### config.mk
export PLATFORM = sky130hd
export DESIGN_NAME = bcd_to_bin_loader_flat
export DESIGN_NICKNAME = d
export VERILOG_FILES = /design/src/rtl/bcd_to_bin_loader_if.sv /design/src/rtl/bcd_to_bin_loader.sv /design/src/flat_wrapper.sv
export SDC_FILE = /design/constraint.sdc
export NUM_CORES = 1
export LEC_CHECK = 0
export BUFFER_PORTS_ARGS = -buffer_cell sky130_fd_sc_hd__buf_2
export CORE_MARGIN = 3
export CORE_UTILIZATION = 55
export DETAILED_ROUTE_END_ITERATION = 12
export PLACE_DENSITY = 0.75
export SETUP_SLACK_MARGIN = 0.4
export SYNTH_ARGS = -nofsm -noshare
export SYNTH_HDL_FRONTEND = slang
export SYNTH_SLANG_ARGS = --single-unit
### constraint.sdc
create_clock -name clk -period 4.79 [get_ports clk]
set_input_delay 0.958 -clock clk [delete_from_list [all_inputs] [get_ports clk]]
set_output_delay 0.958 -clock clk [all_outputs]
set_load 0.01 [all_outputs]
### src/rtl/bcd_to_bin_loader_if.sv
// Digit entry / result bus for bcd_to_bin_loader.
//   dig_in[3:0], dig_valid, dig_clr : digit stream from the producer
//   dig_ready                        : loader can take a digit this cycle
//   bin_out[W-1:0]                   : last assembled binary value (held)
//   bin_valid, err                   : one-cycle result pulses
//   busy                             : loader is mid-entry
interface bcd_to_bin_loader_if #(
   parameter int unsigned W = 6
);
   logic [3:0]   dig_in;
   logic         dig_valid;
   logic         dig_clr;
   logic         dig_ready;
   logic [W-1:0] bin_out;
   logic         bin_valid;
   logic         err;
   logic         busy;

   // Producer side of the bus
   modport master (
      output dig_in, dig_valid, dig_clr,
      input  dig_ready, bin_out, bin_valid, err, busy
   );

   // Loader side of the bus
   modport slave (
      input  dig_in, dig_valid, dig_clr,
      output dig_ready, bin_out, bin_valid, err, busy
   );
endinterface

### src/rtl/bcd_to_bin_loader.sv
// Assembles a two-digit BCD entry (tens then ones) into a binary value
// bounded by MAX_VAL. Illegal tens digits are rejected at once; the full
// value is range-checked in a one-cycle CHECK state, and bin_valid or err
// is pulsed in the cycle after CHECK.
// Ports:
//   clk   : rising-edge clock
//   rst_n : synchronous active-low reset
//   bus   : slave side of bcd_to_bin_loader_if (digits in, result out)
module bcd_to_bin_loader #(
   parameter int unsigned MAX_VAL = 59,
   parameter int unsigned W       = 6
) (
   input  logic                clk,
   input  logic                rst_n,
   bcd_to_bin_loader_if.slave  bus
);

   localparam int unsigned SUM_W = 7;
   localparam logic [3:0]       TENS_MAX = 4'(MAX_VAL / 10);
   localparam logic [SUM_W-1:0] SUM_MAX  = SUM_W'(MAX_VAL);

   typedef enum logic [1:0] {
      IDLE      = 2'b00,
      WAIT_ONES = 2'b01,
      CHECK     = 2'b10
   } state_e;

   state_e         state_q, state_d;
   logic [3:0]     tens_q, tens_d;
   logic [3:0]     ones_q, ones_d;
   logic [W-1:0]   bin_out_q, bin_out_d;
   logic           bin_valid_q, bin_valid_d;
   logic           err_q, err_d;
   logic           dig_ready_q, dig_ready_d;
   logic           busy_q, busy_d;
   logic           accept;
   logic [SUM_W-1:0] sum;

   // ready is a registered copy of (state != CHECK), so it gates acceptance directly
   assign accept = bus.dig_valid && dig_ready_q;

   // tens*10 + ones as (tens<<3)+(tens<<1)+ones; max 9*10+15 fits in 7 bits
   assign sum = (SUM_W'(tens_q) << 3) + (SUM_W'(tens_q) << 1) + SUM_W'(ones_q);

   // Next-state and next-output logic
   always_comb begin
      state_d     = state_q;
      tens_d      = tens_q;
      ones_d      = ones_q;
      bin_out_d   = bin_out_q;
      bin_valid_d = 1'b0;
      err_d       = 1'b0;

      case (state_q)
         IDLE: begin
            if (!bus.dig_clr && accept) begin
               if ((bus.dig_in > 4'd9) || (bus.dig_in > TENS_MAX)) begin
                  err_d = 1'b1;
               end else begin
                  tens_d  = bus.dig_in;
                  state_d = WAIT_ONES;
               end
            end
         end
         WAIT_ONES: begin
            if (bus.dig_clr) begin
               state_d = IDLE;
            end else if (accept) begin
               ones_d  = bus.dig_in;
               state_d = CHECK;
            end
         end
         CHECK: begin
            // dig_clr is deliberately ignored here: the entry always completes
            state_d = IDLE;
            if ((ones_q <= 4'd9) && (sum <= SUM_MAX)) begin
               bin_out_d   = W'(sum);
               bin_valid_d = 1'b1;
            end else begin
               err_d = 1'b1;
            end
         end
         default: state_d = IDLE;
      endcase

      dig_ready_d = (state_d != CHECK);
      busy_d      = (state_d != IDLE);
   end

   // State and output registers
   always_ff @(posedge clk) begin
      if (!rst_n) begin
         state_q     <= IDLE;
         tens_q      <= 4'd0;
         ones_q      <= 4'd0;
         bin_out_q   <= '0;
         bin_valid_q <= 1'b0;
         err_q       <= 1'b0;
         dig_ready_q <= 1'b1;
         busy_q      <= 1'b0;
      end else begin
         state_q     <= state_d;
         tens_q      <= tens_d;
         ones_q      <= ones_d;
         bin_out_q   <= bin_out_d;
         bin_valid_q <= bin_valid_d;
         err_q       <= err_d;
         dig_ready_q <= dig_ready_d;
         busy_q      <= busy_d;
      end
   end

   assign bus.dig_ready = dig_ready_q;
   assign bus.bin_out   = bin_out_q;
   assign bus.bin_valid = bin_valid_q;
   assign bus.err       = err_q;
   assign bus.busy      = busy_q;

endmodule
### src/flat_wrapper.sv
// flat-port wrapper written by rule: the top's interface ports become plain ports
module bcd_to_bin_loader_flat 
#(
   parameter int unsigned MAX_VAL = 59,
   parameter int unsigned W       = 6
)
  (clk, rst_n, bus_dig_in, bus_dig_valid, bus_dig_clr, bus_dig_ready, bus_bin_out, bus_bin_valid, bus_err, bus_busy);
  bcd_to_bin_loader_if #(.W(W)) bus_i ();
  input  logic clk;
  input  logic rst_n;
  input wire logic [$bits(bus_i.dig_in)-1:0] bus_dig_in;
  input wire logic [$bits(bus_i.dig_valid)-1:0] bus_dig_valid;
  input wire logic [$bits(bus_i.dig_clr)-1:0] bus_dig_clr;
  output wire logic [$bits(bus_i.dig_ready)-1:0] bus_dig_ready;
  output wire logic [$bits(bus_i.bin_out)-1:0] bus_bin_out;
  output wire logic [$bits(bus_i.bin_valid)-1:0] bus_bin_valid;
  output wire logic [$bits(bus_i.err)-1:0] bus_err;
  output wire logic [$bits(bus_i.busy)-1:0] bus_busy;
  assign bus_i.dig_in = bus_dig_in;
  assign bus_i.dig_valid = bus_dig_valid;
  assign bus_i.dig_clr = bus_dig_clr;
  assign bus_dig_ready = bus_i.dig_ready;
  assign bus_bin_out = bus_i.bin_out;
  assign bus_bin_valid = bus_i.bin_valid;
  assign bus_err = bus_i.err;
  assign bus_busy = bus_i.busy;
  bcd_to_bin_loader #(.MAX_VAL(MAX_VAL), .W(W)) u_core (.clk(clk), .rst_n(rst_n), .bus(bus_i));
endmodule
==> results.yml, run 1 <==
yosys:
  ys_seq_elements: 20
  async_flop_share_pct: 0
  post-synth-top-count-cell: "dfxtp_1"
  yosysSeqAreaShare_pct: 40.4
  yosys.area_share.simple_pct: 22.1
  synth-edff-count: 0
  syn-cell-area_um2: 992
  synthTopCellsByCount: "20 x dfxtp_1, 13 x nand2_1, 12 x a21oi_1, 12 x nand3_1, 8 x nor2_1"
  synth_top_cell_by_area: "dfxtp_1"
  postSynthAreaPerCell_um2: 8.94
  synth_top_family_by_area: "simple AND/OR/NAND/NOR gates"
  synth.distinct_cells: 30
  synthMuxAreaShare_pct: 4.04
  synth_xor_area_share_pct: 1.77
  yosys.area_share.adder_pct: 12.9
  syn-instance-count: 111
  synth-compound-area-share_pct: 15.9
  synthFlopType: "dfxtp_1"
  synth_area_leaders: "dfxtp_1 40%, ha_1 8.8%, a21oi_1 6.1%"
  yosys_warnings: 0
  synth_top_area_share_pct: 40.4
  syn-num-nets: 128
die:
  io-pin-count: 18
  dieArea_um2: 2350
  core-area_um2: 1590
  initial_utilization_pct: 62.2
  chipWidth_um: 48.5
  core.rowCount: 14
  die_y_um: 48.5
setup_path:
  r2r_start: "u_core.ones_q[3]"
  critPathLaunch: "u_core.ones_q[3]"
  start_kind: "flop"
  reg2reg_slack_ps: 2120
  crit_type: "flop to flop"
  end_kind: "flop"
  required_ps: 5020
  r2r-end: "u_core.bus.err"
  rr_worst_depth: 7
  critPathArrivalTime_ps: 2900
  path_max_fanout: 7
cts:
  clockBufferDepth: 2
  cts_root_buffer: "clkbuf_4"
  cts.htree.levels: 1
  cts_tree: "yes"
  cts.sinks: 20
  cts_hold_buf: 0
  clk_latency_ps: 300
  cts_buffers: 3
  cts_setup_buffers: 0
  cts_resized: 0
  clk_pin_slew_worst_paths_ps: 110
timing:
  rsz0062_at_grt: "false"
  setup_tns_ps: 0
  fin_crit_ps: 2670
  relSlewSlack_pct: 52.3
  hold_viol_final: 0
  worst_slew_pin_slew_ps: 710
  fmax_mhz: 375
  drv_slew: 0
  setup_viol: 0
  fin_skew_ps: 2.29
  period_share_pct: 55.7
drt:
  vias_per_cell: 5.50
  wl_per_cell_um: 12.8
  first_pass_iters: 4
  drt-total-wl_um: 1950
  drtIter0Drc: 17
  drcViolationCount: 0
  ant_nets: 0
  vias: 836
global_route:
  grt_pass1_vias: 756
  grt_pass1_wl_um: 3370
  grt_max_degree: 14
  grt_use_total_pct: 18.3
  antenna_found_initial: 0
  overflow: 0
power:
  p_leak_nw: 0.512
  powerDensity_nw_per_um2: 287
  peakVddDrop_mv: 0.252
  power_mw: 0.327
run:
  maxCapViolCount: 0
placement:
  port_buffers: 17
  placed_cells: 148
  gp_congestion: 0.803
  hpwl_um: 1510
min_path:
  hold_end: "u_core.bus.bin_out[3]"
  hp-class: "flop to flop"
  holdCritStartpoint: "u_core.bus.bin_out[3]"
  hold_depth: 2
cells_and_area:
  antenna_cells: 0
  fin_cells: 152
  drive_gt1_share_pct: 19.5
  final_net_count: 146
  utilization_pct: 71.4
  syn_to_final_growth_pct: 14.6
run_status:
  status: "finished, final reports clean"
report_power, final:
group | total [mW] | switching [mW] | internal [mW]
clock | 0.138 | 0.0531 | 0.0846
combinational | 0.0192 | 0.0116 | 0.00758
sequential | 0.170 | 0.00185 | 0.168
cell type report:
type                       count  area, um2
sequential                    20        400
timing repair buffer          17       85.1
clock buffer                   3       22.5
inverter                       2       7.51
fill                         129        457
multi-input combinational     85        562
tap                           24       30.0
clock inverter                 1       30.0
worst max path at each step:
stage / endpoint / slack [ps] / cells after the start
5_1_grt: u_core.bus.err / 1890 / 7
4_1_cts: u_core.bus.err / 2130 / 7
3_5_place_dp: u_core.bus.err / 2160 / 7
2_1_floorplan: u_core.bus.err / 2350 / 8
6_report: u_core.bus.err / 2120 / 7
3_3_place_gp: u_core.bus.bin_out[4] / 2250 / 7
metrics by stage:
stage | hold slack, ps | instance area, um2 | setup WS, ps
2_1_floorplan | 431 | 992 | 2350
3_3_place_gp | 454 | 1080 | 2250
3_5_place_dp | 458 | 1080 | 2160
4_1_cts | 488 | 1140 | 2130
5_1_grt | 517 | 1140 | 1890
6_report | 483 | 1140 | 2120
metal layers:
metal	GRT usage, %	wire length (um)	vias up	share of wire (%)
met5	0	0	-	0
met4	9.00	35	0	1.8
met3	4.29	100	4	5.1
met2	29.4	927	27	48
met1	23.0	885	377	45
li1	-	-	428	-
cells in the final DEF (no fill, tap or decap), types with 3 or more instances in the layout:
master / instances
nor2_1: 8
clkbuf_4: 3
dfxtp_1: 20
ha_1: 7
o21ai_1: 6
buf_2: 17
a21oi_1: 12
nand3_1: 12
nand2_1: 13
mux2i_1: 4
cells by family after synthesis:
kind of cell,Yosys count
flops,20
simple gates,44
mux,4
compound gates,26
fa+ha+maj,9
buf+inv,6
xor+xnor,2
state kept, by name, indices dropped and copies added (netlist names):
name and count:
u_core.bus.dig_ready 1, u_core.ones_q 4, u_core.tens_q 4, u_core.bus.bin_valid 1, u_core.bus.bin_out 6, u_core.bus.err 1, u_core.bus.busy 1, u_core.state_q 2
worst max-delay path: stages, from the launching register on:
cell,delay [ps]
dfxtp_1,350
fa_1,530
fa_1,470
xnor2_1,190
nor4b_1,400
or2_1,320
o31ai_1,130
a211oi_1,190
(Power assumes the default switching activity.)
==> inputs of run 2 (changes only) <==
--- a/config.mk
+++ b/config.mk
@@ -7,9 +7,9 @@
 export LEC_CHECK = 0
 export BUFFER_PORTS_ARGS = -buffer_cell sky130_fd_sc_hd__buf_2
 export CORE_MARGIN = 3
-export CORE_UTILIZATION = 55
+export CORE_UTILIZATION = 53
 export DETAILED_ROUTE_END_ITERATION = 12
-export PLACE_DENSITY = 0.75
+export PLACE_DENSITY = 0.72
 export SETUP_SLACK_MARGIN = 0.4
 export SYNTH_ARGS = -nofsm -noshare
 export SYNTH_HDL_FRONTEND = slang
==> constraint.sdc (replaced) <==
create_clock -name clk -period 2.5 [get_ports clk]
set_input_delay 0.5 -clock clk [delete_from_list [all_inputs] [get_ports clk]]
set_output_delay 0.5 -clock clk [all_outputs]
set_load 0.01 [all_outputs]
==> run 2 against run 1 <==
Flip-flop and latch count is the same. Largest power group unchanged. Global-route usage grew 3.2 points. Final cell count grew 2.6%. Critical endpoint unchanged. Core utilization grew 2.6 points. Design area grew 14%. Combinational power grew 130%.
==> results.yml, run 2 (synthesis results as in run 1) <==
global_route:
  grt_pass1_vias: 878
  antenna_found_initial: 0
  grt_max_degree: 14
  grt_use_total_pct: 21.4
  overflow: 0
  grt_pass1_wl_um: 3880
timing:
  relSlewSlack_pct: 56.7
  setup_viol: 0
  drv_slew: 0
  period_share_pct: 99.0
  fmax_mhz: 404
  hold_ws_ps: 444
  worst_slew_pin_slew_ps: 644
  fin_skew_ps: 0.725
  setup_tns_ps: 0
  rsz0062_at_grt: "true"
  setup_ws_ps: 24.9
  hold_viol_final: 0
  fin_crit_ps: 2480
run_status:
  status: "finished, final reports clean"
cells_and_area:
  largest_reg_flops: 6
  antenna_cells: 0
  syn_to_final_growth_pct: 30.1
  layout_commonest_cell: "buf_2"
  utilization_pct: 74.0
  fillerInstances: 144
  final_net_count: 149
  fin_cells: 156
  fin_area_um2: 1290
  final_cell_mix: "17 x buf_2, 15 x dfxtp_1, 13 x nand2_1, 11 x nand3_1, 11 x a21oi_1"
  drive_gt1_share_pct: 36.6
cts:
  clk_latency_ps: 310
  cts_hold_buf: 0
  cts.sinks: 20
  cts_buffers: 3
  cts_tree: "yes"
  clk_pin_slew_worst_paths_ps: 120
  clockBufferDepth: 2
  cts_root_buffer: "clkbuf_4"
  cts.htree.levels: 1
drt:
  first_pass_iters: 4
  drt-total-wl_um: 2450
  vias: 880
  drtIter0Drc: 22
  vias_per_cell: 5.64
  drcViolationCount: 0
  wl_per_cell_um: 15.7
  ant_nets: 0
placement:
  hpwl_um: 1570
  placed_cells: 149
  gp_congestion: 0.759
  port_buffers: 17
  placed_area_um2: 1120
  dp_slack_ps: 33.9
die:
  io-pin-count: 18
  dieArea_um2: 2430
  die_y_um: 49.3
  core.rowCount: 15
  initial_utilization_pct: 56.8
  chipWidth_um: 49.3
  core-area_um2: 1750
setup_path:
  end_kind: "flop"
  crit_type: "flop to flop"
  crit_slowest_cell: "fa_2"
  path_cells: "fa_2, fa_2, nand3_2, nor4b_4, or2_4, o31ai_4, a211oi_2"
  rr_worst_depth: 7
  start_kind: "flop"
  path_max_fanout: 7
  required_ps: 2740
  cp_common_cell: "fa_2"
  crit_path_max_incr_delay_ps: 580
  critPathArrivalTime_ps: 2710
min_path:
  hold_depth: 3
  hp-class: "input port to flop"
power:
  p_leak_nw: 0.527
  power_mw: 0.641
  powerDensity_nw_per_um2: 497
  peakVddDrop_mv: 0.379
run:
  maxCapViolCount: 0
-- run 2: cell count changes in the layout (fill, tap and decap cells not counted), moves of 3 or more --
| cell | change |
|---|---|
| buf_4 | +3 |
| dfxtp_1 | -5 |
| dfxtp_2 | +3 |
| ha_1 | -3 |
-- run 2: worst paths after layout --
check                     endpoint             startpoint  slack [ps]
min reg2reg  u_core.bus.bin_out[2]  u_core.bus.bin_out[2]         480
max                 u_core.bus.err       u_core.tens_q[0]          20
max reg2reg         u_core.bus.err       u_core.tens_q[0]          20
min               u_core.ones_q[0]          bus_dig_in[0]         440
-- run 2: what timing repair did --
action | CTS | global route
endpoints found under the hold margin | 0 | 0
resized for setup | 10 | 10
setup buffers | 3 | 0
pin swaps | 2 | 7
setup endpoints to repair | 8 | 8
-- run 2: worst max-delay path: cells and delay by family (launching register included) --
kind / cells / cell delay [ps]
adders and majority gates: 2 / 1080
and+or+nand+nor: 3 / 630
AOI/OAI and AO/OA: 2 / 320
DFF: 1 / 380
-- run 2: where the power goes --
group / switching (mW) / internal, mW
combinational: 0.0263 / 0.0184
sequential: 0.00399 / 0.321
clock: 0.109 / 0.162
-- run 2: area by class of cell --
cell class | instances | area (um2) | area share, %
multi-input cells | 85 | 681 | 52.7
flip-flops and latches | 20 | 412 | 31.9
repair buffers | 20 | 108 | 8.33
well taps | 25 | 31.3 | 2.42
clock inverters | 1 | 30.0 | 2.33
clock buffers | 3 | 22.5 | 1.74
inverters | 2 | 7.51 | 0.581
-- run 2: routing by layer --
metal / vias to the layer above / wire length [um] / global-route usage, % / share of wire (%)
li1: 433 / - / - / -
met1: 413 / 964 / 24.4 / 39
met2: 27 / 1310 / 36.4 / 53
met5: - / 0 / 0 / 0
met3: 7 / 116 / 4.59 / 4.7
met4: 0 / 57 / 12.8 / 2.3
